## src/rtl/sevenseg_pkg.sv

```systemverilog
// Shared glyph codes, segment table and frame record for the seven-segment controller.
package sevenseg_pkg;

  localparam int MAX_DIGITS = 8;
  localparam int MAX_CHAR_W = 5;

  // Extended glyph codes (0-15 are the hex digits)
  localparam logic [4:0] GLYPH_BLANK  = 5'd16;
  localparam logic [4:0] GLYPH_DASH   = 5'd17;
  localparam logic [4:0] GLYPH_H      = 5'd18;
  localparam logic [4:0] GLYPH_L      = 5'd19;
  localparam logic [4:0] GLYPH_P      = 5'd20;
  localparam logic [4:0] GLYPH_R      = 5'd21;
  localparam logic [4:0] GLYPH_N      = 5'd22;
  localparam logic [4:0] GLYPH_O      = 5'd23;
  localparam logic [4:0] GLYPH_U      = 5'd24;
  localparam logic [4:0] GLYPH_Y      = 5'd25;
  localparam logic [4:0] GLYPH_UNDER  = 5'd26;
  localparam logic [4:0] GLYPH_DEGREE = 5'd27;

  localparam logic [7:0] SEG_OFF = 8'hFF;

  // Active-low segments gfedcba, indexed by glyph code
  localparam logic [6:0] SEG_TABLE [32] = '{
    7'h40, 7'h79, 7'h24, 7'h30, 7'h19, 7'h12, 7'h02, 7'h78,
    7'h00, 7'h10, 7'h08, 7'h03, 7'h46, 7'h21, 7'h06, 7'h0E,
    7'h7F, 7'h3F, 7'h09, 7'h47, 7'h0C, 7'h2F, 7'h2B, 7'h23,
    7'h41, 7'h11, 7'h77, 7'h1C, 7'h7F, 7'h7F, 7'h7F, 7'h7F
  };

  // Sized for the largest configuration; unused digits stay zero
  typedef struct packed {
    logic [MAX_DIGITS-1:0][MAX_CHAR_W-1:0] chars;
    logic [MAX_DIGITS-1:0]                 dp;
    logic [MAX_DIGITS-1:0]                 blank;
    logic [MAX_DIGITS-1:0]                 blink;
    logic [3:0]                            bright;
  } display_frame_t;

  // Power-on frame: every digit blanked, full brightness
  function automatic display_frame_t reset_frame();
    display_frame_t f;
    f = '0;
    for (int i = 0; i < MAX_DIGITS; i++) begin
      f.chars[i] = GLYPH_BLANK;
    end
    f.blank  = '1;
    f.bright = 4'hF;
    return f;
  endfunction

endpackage

```

## src/rtl/sevenseg_glyph_rom.sv

```systemverilog
// Combinational glyph decoder: code -> active-low a..g segments.
module sevenseg_glyph_rom
  import sevenseg_pkg::*;
#(
  parameter int CHAR_W = 5
) (
  input  logic [CHAR_W-1:0] code,
  output logic [6:0]        seg
);

  logic [4:0] idx;

  // Narrow codes zero-extend, so a 4-bit build only ever reaches 0-15
  assign idx = 5'(code);
  assign seg = SEG_TABLE[idx];

endmodule

```

## src/rtl/sevenseg_display_ctrl.sv

```systemverilog
// N-digit seven-segment controller with double-buffered frames, blink and PWM dimming.
module sevenseg_display_ctrl
  import sevenseg_pkg::*;
#(
  parameter int NUM_DIGITS = 6,
  parameter int CHAR_W     = 5,
  parameter int PWM_DIV    = 64,
  parameter int BLINK_DIV  = 12_500_000
) (
  input  logic                         clock,
  input  logic                         reset_L,
  input  logic                         ld_valid,
  output logic                         ld_ready,
  input  logic [NUM_DIGITS*CHAR_W-1:0] ld_chars,
  input  logic [NUM_DIGITS-1:0]        ld_dp,
  input  logic [NUM_DIGITS-1:0]        ld_blank,
  input  logic [NUM_DIGITS-1:0]        ld_blink,
  input  logic [3:0]                   ld_bright,
  output logic [NUM_DIGITS*8-1:0]      hex,
  output logic                         upd_done
);

  localparam int PD_W = (PWM_DIV > 1) ? $clog2(PWM_DIV) : 1;
  localparam int BL_W = (BLINK_DIV > 1) ? $clog2(BLINK_DIV) : 1;

  display_frame_t pend_frame;
  display_frame_t disp_frame;
  display_frame_t ld_frame;
  logic           pending;

  logic [PD_W-1:0] pwm_div;
  logic [3:0]      pwm_cnt;
  logic [BL_W-1:0] blink_cnt;
  logic            blink_phase;
  logic            commit_d;

  logic pwm_wrap;
  logic blink_wrap;
  logic frame_end;
  logic accept;
  logic commit;

  logic [NUM_DIGITS-1:0][6:0]     seg;
  logic [NUM_DIGITS*8-1:0]        hex_next;
  logic                           unused_disp;

  assign ld_ready   = !pending;
  assign accept     = ld_valid && ld_ready;
  assign pwm_wrap   = (pwm_div == PD_W'(PWM_DIV - 1));
  assign blink_wrap = (blink_cnt == BL_W'(BLINK_DIV - 1));
  assign frame_end  = pwm_wrap && (pwm_cnt == 4'hF);
  assign commit     = frame_end && pending;

  // Frame bits beyond the configured digit count / code width are never decoded
  assign unused_disp = ^disp_frame;

  // Repack the flat load bus into the frame record
  always_comb begin
    ld_frame        = '0;
    ld_frame.bright = ld_bright;
    for (int i = 0; i < NUM_DIGITS; i++) begin
      ld_frame.chars[i] = MAX_CHAR_W'(ld_chars[i*CHAR_W +: CHAR_W]);
      ld_frame.dp[i]    = ld_dp[i];
      ld_frame.blank[i] = ld_blank[i];
      ld_frame.blink[i] = ld_blink[i];
    end
  end

  for (genvar g = 0; g < NUM_DIGITS; g++) begin : g_digit
    sevenseg_glyph_rom #(
      .CHAR_W (CHAR_W)
    ) u_rom (
      .code (disp_frame.chars[g][CHAR_W-1:0]),
      .seg  (seg[g])
    );
  end

  // Per-digit visibility: blank mask, blink phase and PWM duty all gate the digit
  always_comb begin
    hex_next = '1;
    for (int i = 0; i < NUM_DIGITS; i++) begin
      if (!disp_frame.blank[i] && !(disp_frame.blink[i] && blink_phase) &&
          (pwm_cnt <= disp_frame.bright)) begin
        hex_next[i*8 +: 8] = {~disp_frame.dp[i], seg[i]};
      end else begin
        hex_next[i*8 +: 8] = SEG_OFF;
      end
    end
  end

  // PWM step/frame counters and free-running blink timebase
  always_ff @(posedge clock or negedge reset_L) begin
    if (!reset_L) begin
      pwm_div     <= '0;
      pwm_cnt     <= '0;
      blink_cnt   <= '0;
      blink_phase <= 1'b0;
    end else begin
      pwm_div <= pwm_wrap ? '0 : pwm_div + PD_W'(1);
      if (pwm_wrap) begin
        pwm_cnt <= pwm_cnt + 4'd1;
      end
      blink_cnt <= blink_wrap ? '0 : blink_cnt + BL_W'(1);
      if (blink_wrap) begin
        blink_phase <= ~blink_phase;
      end
    end
  end

  // Load handshake into the pending buffer; swap to display only at a frame boundary
  always_ff @(posedge clock or negedge reset_L) begin
    if (!reset_L) begin
      pend_frame <= reset_frame();
      disp_frame <= reset_frame();
      pending    <= 1'b0;
    end else if (accept) begin
      pend_frame <= ld_frame;
      pending    <= 1'b1;
    end else if (commit) begin
      disp_frame <= pend_frame;
      pending    <= 1'b0;
    end
  end

  // Registered outputs; upd_done lines up with the first hex word built from the new frame
  always_ff @(posedge clock or negedge reset_L) begin
    if (!reset_L) begin
      hex      <= '1;
      commit_d <= 1'b0;
      upd_done <= 1'b0;
    end else begin
      hex      <= hex_next;
      commit_d <= commit;
      upd_done <= commit_d;
    end
  end

endmodule

```

## config.mk

```make
export PLATFORM = sky130hd
export DESIGN_NAME = sevenseg_display_ctrl
export DESIGN_NICKNAME = d
export VERILOG_FILES = /design/src/rtl/sevenseg_pkg.sv /design/src/rtl/sevenseg_glyph_rom.sv /design/src/rtl/sevenseg_display_ctrl.sv
export SDC_FILE = /design/constraint.sdc
export NUM_CORES = 1
export LEC_CHECK = 0
export ABC_AREA = 1
export ABC_CLOCK_PERIOD_IN_PS = 2600
export CAP_MARGIN = 20
export CORE_MARGIN = 4
export CORE_UTILIZATION = 40
export CTS_CLUSTER_DIAMETER = 120
export CTS_CLUSTER_SIZE = 24
export DETAILED_ROUTE_END_ITERATION = 10
export GPL_ROUTABILITY_DRIVEN = 0
export PLACE_DENSITY = 0.67
export SYNTH_ARGS = -nofsm -noshare
export SYNTH_HDL_FRONTEND = slang
export SYNTH_SLANG_ARGS = --single-unit
```

## constraint.sdc

```tcl
create_clock -name clock -period 2.6 [get_ports clock]
set_clock_uncertainty 0.2 [all_clocks]
set_input_delay 0.39 -clock clock [delete_from_list [all_inputs] [get_ports clock]]
set_output_delay 0.39 -clock clock [all_outputs]
set_load 0.01 [all_outputs]
```

==> out/metrics.csv, run 1 <==
stage;metric;value;unit
outcome;status;complete, no violations;
placed_design;DP HPWL;16190;um
power_and_ir_drop;pwr/cell area;500.1;mW/mm^2
routing;Total Wirelength;22750;um
critical_path;crit path max fanout;8;
routing;drt drc;0;
die;I/O pin total;105;
routing;met3 wire length;1272;um
logic_synthesis;area share of the leading cell type in the synthesized netlist;27.46;%
clock_tree;Post-CTS Setup Bufs;0;
critical_path;r2r setup slk;390;ps
cells_and_area;ant diodes;0;
critical_path;crit end category;register;
die;Die Y;166.3;um
logic_synthesis;Yosys Warn Count;0;
sta;Setup TNS Final;0;ps
logic_synthesis;Area contributors post-synth;dfrtp_1, dfstp_2, nand2_1;
critical_path;Worst Setup Path Type;reg -> reg;
clock_tree;CTS root buf;clkbuf_16;
critical_path;crit-path most repeated cell;nand2_1;
critical_path;Critical Path AT;2390;ps
placed_design;port buffer count;104;
sta;fin crit share;84.99;%
logic_synthesis;Yosys reg bits;190;
die;Starting Density;40.99;%
global_route;initial antenna violation count;0;
power_and_ir_drop;peak supply drop;0.0003229;V
logic_synthesis;most common cell in the netlist;nand2_1;
logic_synthesis;Synth Net Count;1269;
sta;Worst Tran Pin Value;726.0;ps
die;Core Area;0.02446;mm^2
clock_tree;clk_lat worst skew;440;ps
logic_synthesis;Synth area leader;dfrtp_1;
routing;met1 WL;11170;um
global_route;pin count of the biggest net entering global routing;64;
routing;initial DRC count;571;
global_route;vias in the first global route;7671;
sta;Hold WS;154.7;ps
clock_tree;clock buffer depth;2;
clock_tree;clock buffer count from CTS;17;
logic_synthesis;Syn Area/Cell;8.591;um^2
clock_tree;H-tree levels;4;
sta;endpoints failing setup;0;
sta;Fmax;452.6;MHz
global_route;GRT Overall Usage;16.53;%
placed_design;dpl ws;409.5;ps
sta;RSZ-0062 raised after global routing;no;
routing;total number of vias;8061;
cells_and_area;Area growth syn-to-layout;19.98;%
clock_tree;post_cts resized;0;
die;die area;0.02766;mm^2
placed_design;cell total after placement;1572;
cells_and_area;FF+latch area;0.004855;mm^2
critical_path;CP Launch Type;register;
routing;Highest Signal Layer;met4;
sta;fin crit period;2210;ps
logic_synthesis;Synth top cells by count;nand2_1, nand3_1, dfrtp_1;
global_route;Congestion Overflow GR;0;
cells_and_area;multi-input logic area;0.004553;mm^2
sta;setup ws final;390.4;ps
logic_synthesis;Mapped Area;0.01003;mm^2
cells_and_area;fin cells;1605;
logic_synthesis;Post-synth top flop;dfrtp_1;
sta;final hold viol count;0;
critical_path;CP cell instances;inv_1, ha_1, nand2_1, o21ai_1, a21boi_1, buf_4, nand2_1;
cells_and_area;layout cells sized above 1;14.99;%
power_and_ir_drop;Total Power;6.016;mW
clock_tree;Reg clk slew, reported paths;80;ps
logic_synthesis;number of synthesized flops with an enable pin;0;
routing;Routed Antenna Nets;0;
cells_and_area;filler cell count;2275;
sta;Worst slew margin;51.28;%
routing;Vias per Instance;5.022;
clock_tree;CTS tree;built;
die;Die X;166.3;um
routing;WL met2;10040;um
global_route;global-route wire length before repair;38270;um
cells_and_area;Final Util;49.17;%
critical_path;Critical Path Max Stage Delay;580;ps
cells_and_area;Nets;1370;
routing;Wirelength per Cell;14.17;um
logic_synthesis;post-synthesis instance total;1167;
logic_synthesis;Async SR Flop Fraction;100.0;%
critical_path;Crit-path slowest cell;o21ai_1;
routing;drt pass-1 iters;7;
logic_synthesis;Synth cell types;35;
die;row count;57;
sta;Slew Limit Fails;0;
critical_path;Worst Path Required;2780;ps
job;MaxCap Viol Count;0;
clock_tree;cts hold-fix bufs;1;
power_and_ir_drop;Leakage;5.692;nW
logic_synthesis;sequential share of the synthesized area;48.42;%
hold_path;Hold Path Class;reg -> reg;
cells_and_area;post-route cell area;0.01203;mm^2
placed_design;Post-DP Area;0.01142;mm^2
clock_tree;Clock Sinks;190;
power breakdown:
group	switching, mW	internal, mW	total [mW]
sequential	0.0541	3.08	3.13
clock	1.23	1.41	2.65
combinational	0.0940	0.147	0.241
total	1.38	4.64	6.02
registers in the layout, summed over array words and instances (netlist names), 4 cells and up:
signal and flops:
disp_frame 52, pend_frame 52, hex 48, blink_cnt 24, pwm_div 6, pwm_cnt 4
worst paths after layout:
path | endpoint | start | depth (start not counted)
max in group asynchronous | hex[27]$_DFF_PN1_ | reset_L | 3
hold reg to reg | upd_done$_DFF_PN0_ | commit_d$_DFF_PN0_ | 0
setup reg to reg | hex[3]$_DFF_PN1_ | disp_frame[3]$_DFFE_PN1P_ | 7
hold / removal | upd_done$_DFF_PN0_ | commit_d$_DFF_PN0_ | 0
setup / recovery | hex[3]$_DFF_PN1_ | disp_frame[3]$_DFFE_PN1P_ | 7
min in group asynchronous | pend_frame[38]$_DFFE_PN0P_ | reset_L | 2
layer usage:
metal  up-vias  GRT usage, %
met2       256         25.09
met3        18         3.142
met4         0         4.767
met1      3776         24.23
li1       4011             -
met5         -             0
layout by cell type (no fill, tap or decap), types with 2 or more instances in the layout:
cell type | synthesis | final
nor3_1 | 4 | 4
buf_12 | 0 | 5
nand2_1 | 352 | 351
inv_8 | 0 | 3
o211ai_1 | 22 | 22
clkbuf_16 | 0 | 17
nor2_1 | 82 | 81
nor2_4 | 1 | 2
mux2_2 | 52 | 52
clkinv_1 | 7 | 7
ha_1 | 47 | 47
o22ai_1 | 2 | 2
or2_2 | 4 | 4
a21boi_1 | 6 | 6
clkbuf_8 | 0 | 3
nand3b_1 | 3 | 3
o21ai_1 | 2 | 2
dfstp_2 | 80 | 80
nand3_1 | 127 | 127
nand4_1 | 9 | 9
o21ai_0 | 58 | 58
clkdlybuf4s50_1 | 0 | 103
xor2_1 | 14 | 14
a21oi_1 | 43 | 43
dfrtp_1 | 110 | 110
buf_4 | 5 | 11
inv_6 | 0 | 3
clkinvlp_4 | 0 | 3
inv_1 | 93 | 93
clkinv_8 | 0 | 2
kinds of logic after synthesis:
| group | synth area share [%] |
|---|---|
| adder cells (fa/ha/maj) | 5.865 |
| flip-flops | 48.42 |
| AND/OR/NAND/NOR | 24.62 |
| multiplexers | 5.840 |
| XOR/XNOR | 1.310 |
| buffers and inverters | 6.265 |
| AO/OA/AOI/OAI | 7.675 |
critical path, delay by kind of cell, from the launching register on:
family          cells  cell delay, ps
compound gates      2             720
fa+ha+maj           1             310
buf+inv             2             250
flops               1             530
simple gates        2             130
layout make-up:
class,instances,share of cell area [%]
sequential,190,40.36
multi-input combinational,838,37.85
timing repair buffer,121,10.29
clock buffer,19,3.765
tap,324,3.370
inverter,100,3.120
clock inverter,13,1.248
No activity file was read; power rests on OpenSTA's default activity.
==> run 2: changes to the inputs <==
--- a/config.mk
+++ b/config.mk
@@ -6,7 +6,7 @@
 export NUM_CORES = 1
 export LEC_CHECK = 0
 export ABC_AREA = 1
-export ABC_CLOCK_PERIOD_IN_PS = 2600
+export ABC_CLOCK_PERIOD_IN_PS = 1800
 export CAP_MARGIN = 20
 export CORE_MARGIN = 4
 export CORE_UTILIZATION = 40
@@ -14,7 +14,7 @@
 export CTS_CLUSTER_SIZE = 24
 export DETAILED_ROUTE_END_ITERATION = 10
 export GPL_ROUTABILITY_DRIVEN = 0
-export PLACE_DENSITY = 0.67
+export PLACE_DENSITY = 0.69
 export SYNTH_ARGS = -nofsm -noshare
 export SYNTH_HDL_FRONTEND = slang
 export SYNTH_SLANG_ARGS = --single-unit
==> constraint.sdc (replaced) <==
create_clock -name clock -period 1.8 [get_ports clock]
set_clock_uncertainty 0.2 [all_clocks]
set_input_delay 0.27 -clock clock [delete_from_list [all_inputs] [get_ports clock]]
set_output_delay 0.27 -clock clock [all_outputs]
set_load 0.01 [all_outputs]
==> run 2 against run 1 <==
The flow now finishes with violations (setup timing). Design area grew 6.3%. Non-clock buffer count is 54 higher. Setup slack lost 460 ps. Hold slack lost 23 ps. Via count rose by 5.5%. Sequential cell count unchanged. Die area unchanged. Critical endpoint is now hex[38]$_DFF_PN1_. Largest cell class unchanged.
==> out/metrics.csv, run 2 (synthesis gave the netlist of run 1 again) <==
stage;metric;value;unit;change
outcome;status;finished, violations left;;
outcome;failing checks;setup timing;;
routing;Wirelength per Cell;15.06;um;+6.2%
clock_tree;CTS root buf;clkbuf_16;;
routing;total number of vias;8508;;+5.5%
power_and_ir_drop;pwr/cell area;692.1;mW/mm^2;+38%
routing;Routed Antenna Nets;0;;unchanged
critical_path;WP buf/inv;2;;unchanged
sta;Fmax;534.8;MHz;+18%
power_and_ir_drop;peak supply drop;0.0007372;V;+130%
critical_path;Critical Path Max Stage Delay;540;ps;-40 ps
clock_tree;Clock Sinks;190;;unchanged
critical_path;Worst Path Required;1960;ps;-820 ps
cells_and_area;commonest non-fill, non-tap cell in the layout;nand2_1;;
sta;Slew Limit Fails;0;;unchanged
cells_and_area;ant diodes;0;;unchanged
die;die area;0.02766;mm^2;unchanged
sta;fin crit share;103.9;%;+19 points
job;MaxCap Viol Count;0;;unchanged
critical_path;Critical Path AT;2030;ps;-360 ps
global_route;vias in the first global route;8212;;+7.1%
critical_path;CP cell instances;inv_2, ha_4, nand4_1, buf_6, a21boi_4, nand2_1;;
sta;RSZ-0062 raised after global routing;yes;;
placed_design;cell total after placement;1617;;+2.9%
sta;endpoints failing setup;32;;+32
clock_tree;clock buffer count from CTS;17;;unchanged
routing;Total Wirelength;24980;um;+9.8%
die;Core Area;0.02446;mm^2;unchanged
critical_path;Worst Setup Path Type;reg -> reg;;
power_and_ir_drop;Total Power;8.847;mW;+47%
critical_path;crit path max fanout;8;;unchanged
routing;drt pass-1 iters;5;;-2
critical_path;CP delay by family, top;flip-flops;;
placed_design;port buffer count;104;;unchanged
clock_tree;clk_lat worst skew;440;ps;about the same
critical_path;CP Launch Type;register;;
routing;drt drc;0;;unchanged
cells_and_area;layout cells sized above 1;22.47;%;+7.5 points
die;Starting Density;40.99;%;unchanged
clock_tree;clock buffer depth;2;;unchanged
routing;Vias per Instance;5.128;;+2.1%
placed_design;DP HPWL;16850;um;+4.1%
die;row count;57;;unchanged
critical_path;Crit-path slowest cell;dfstp_2;;
cells_and_area;multi-input logic area;0.004770;mm^2;+4.8%
critical_path;crit end category;register;;
global_route;GRT Overall Usage;17.35;%;+0.83 points
cells_and_area;FF+latch area;0.004858;mm^2;about the same
cells_and_area;most frequent cells in the layout;nand2_1, nand3_1, dfrtp_1;;
sta;fin crit period;1870;ps;-339.9 ps
global_route;initial antenna violation count;0;;unchanged
cells_and_area;Nets;1424;;+3.9%
cells_and_area;leading registers by flop count;disp_frame x52, pend_frame x52, hex x48;;
die;Die X;166.3;um;unchanged
sta;setup ws final;-69.71;ps;-460.1 ps
cells_and_area;fin cells;1659;;+3.4%
clock_tree;CTS tree;built;;
cells_and_area;filler cell count;2186;;-3.9%
routing;initial DRC count;593;;+3.9%
clock_tree;H-tree levels;4;;unchanged
global_route;pin count of the biggest net entering global routing;45;;-30%
sta;final hold viol count;0;;unchanged
die;Die Y;166.3;um;unchanged
power_and_ir_drop;Leakage;6.211;nW;+9.1%
hold_path;Hold Path Class;in -> async;;
die;I/O pin total;105;;unchanged
global_route;Congestion Overflow GR;0;;unchanged
sta;Worst slew margin;73.32;%;+22 points
clock_tree;Reg clk slew, reported paths;80;ps;about the same
global_route;global-route wire length before repair;40230;um;+5.1%
sta;Worst Tran Pin Value;400.2;ps;-325.8 ps
cells_and_area;Area growth syn-to-layout;27.51;%;
## run 2: changes by cell type in the layout (fill, tap and decap cells not counted), moves of 4 or more
cell             previous run  this run
inv_2                       0         5
a21boi_1                    6         1
dlygate4sd2_1               0        49
buf_4                      11        47
nand2_2                     1        25
ha_1                       47        42
nor2_1                     81        74
clkdlybuf4s50_1           103        54
nor2_2                      0         5
nand2_1                   351       327
ha_4                        0         4
buf_6                       0         8
inv_1                      93        88
buf_12                      5        11
## run 2: worst paths after layout
kind | start | end | slack, ps | cells past startpoint
max in group asynchronous | reset_L | pend_frame[3]$_DFFE_PN1P_ | 660 | 3
worst max register to register | disp_frame[3]$_DFFE_PN1P_ | hex[38]$_DFF_PN1_ | -70 | 6
worst min-delay path | reset_L | disp_frame[38]$_DFFE_PN0P_ | 130 | 2
worst max-delay path | disp_frame[3]$_DFFE_PN1P_ | hex[38]$_DFF_PN1_ | -70 | 6
min in group clock | commit_d$_DFF_PN0_ | upd_done$_DFF_PN0_ | 160 | 0
worst min register to register | commit_d$_DFF_PN0_ | upd_done$_DFF_PN0_ | 160 | 0
## run 2: stage by stage
stage | hold WS, ps | cell area, um^2 | worst slack (ps) | utilization (%) | TNS [ps]
after global placement | 40.40 | 11820 | -301.0 | 48.30 | -13650
final | 131.6 | 12780 | -69.71 | 52.26 | -1162
after detailed placement | 39.46 | 11820 | -278.0 | 48.30 | -11880
after global routing | 161.1 | 12780 | -132.0 | 52.26 | -4290
after CTS | 132.7 | 12530 | -62.89 | 51.20 | -1374
after floorplan | -225.6 | 10030 | -66.82 | - | -2892
## run 2: per-layer routing
| layer | share of wire, % | routed length [um] | up-vias | GRT usage [%] |
|---|---|---|---|---|
| met5 | 0 | 0 | - | 0 |
| met4 | 1.5 | 381 | 0 | 5.123 |
| met3 | 5.2 | 1287 | 30 | 2.904 |
| met2 | 48 | 11990 | 293 | 28.91 |
| met1 | 45 | 11320 | 4068 | 23.43 |
| li1 | - | - | 4117 | - |
## run 2: cell type report
type                       instances  area share, %
timing repair buffer             175          13.66
clock inverter                    15          1.586
tap                              324          3.171
sequential                       190          38.01
multi-input combinational        838          37.31
clock buffer                      17          3.328
inverter                         100          2.936
## run 2: power breakdown
part | total (mW) | switching [mW] | internal, mW
Clock | 3.97 | 1.93 | 2.04
Combinational | 0.357 | 0.138 | 0.219
Sequential | 4.52 | 0.0814 | 4.44
Total | 8.85 | 2.15 | 6.70
## run 2: repair_timing
action                                  in CTS  in global routing
gates resized for setup                     83                 38
pin swaps                                   13                 21
setup buffers                                1                  5
gates cloned                                 0                  5
hold buffers                                 1                  0
hold endpoints to repair                   129                  0
endpoints found under the setup margin     102                108
==> run 3: changes to the inputs <==
--- a/config.mk
+++ b/config.mk
@@ -6,7 +6,6 @@
 export NUM_CORES = 1
 export LEC_CHECK = 0
 export ABC_AREA = 1
-export ABC_CLOCK_PERIOD_IN_PS = 1800
 export CAP_MARGIN = 20
 export CORE_MARGIN = 4
 export CORE_UTILIZATION = 40
==> results of run 3 <==
Final layout, timing and power as in run 2 (identical DEF).
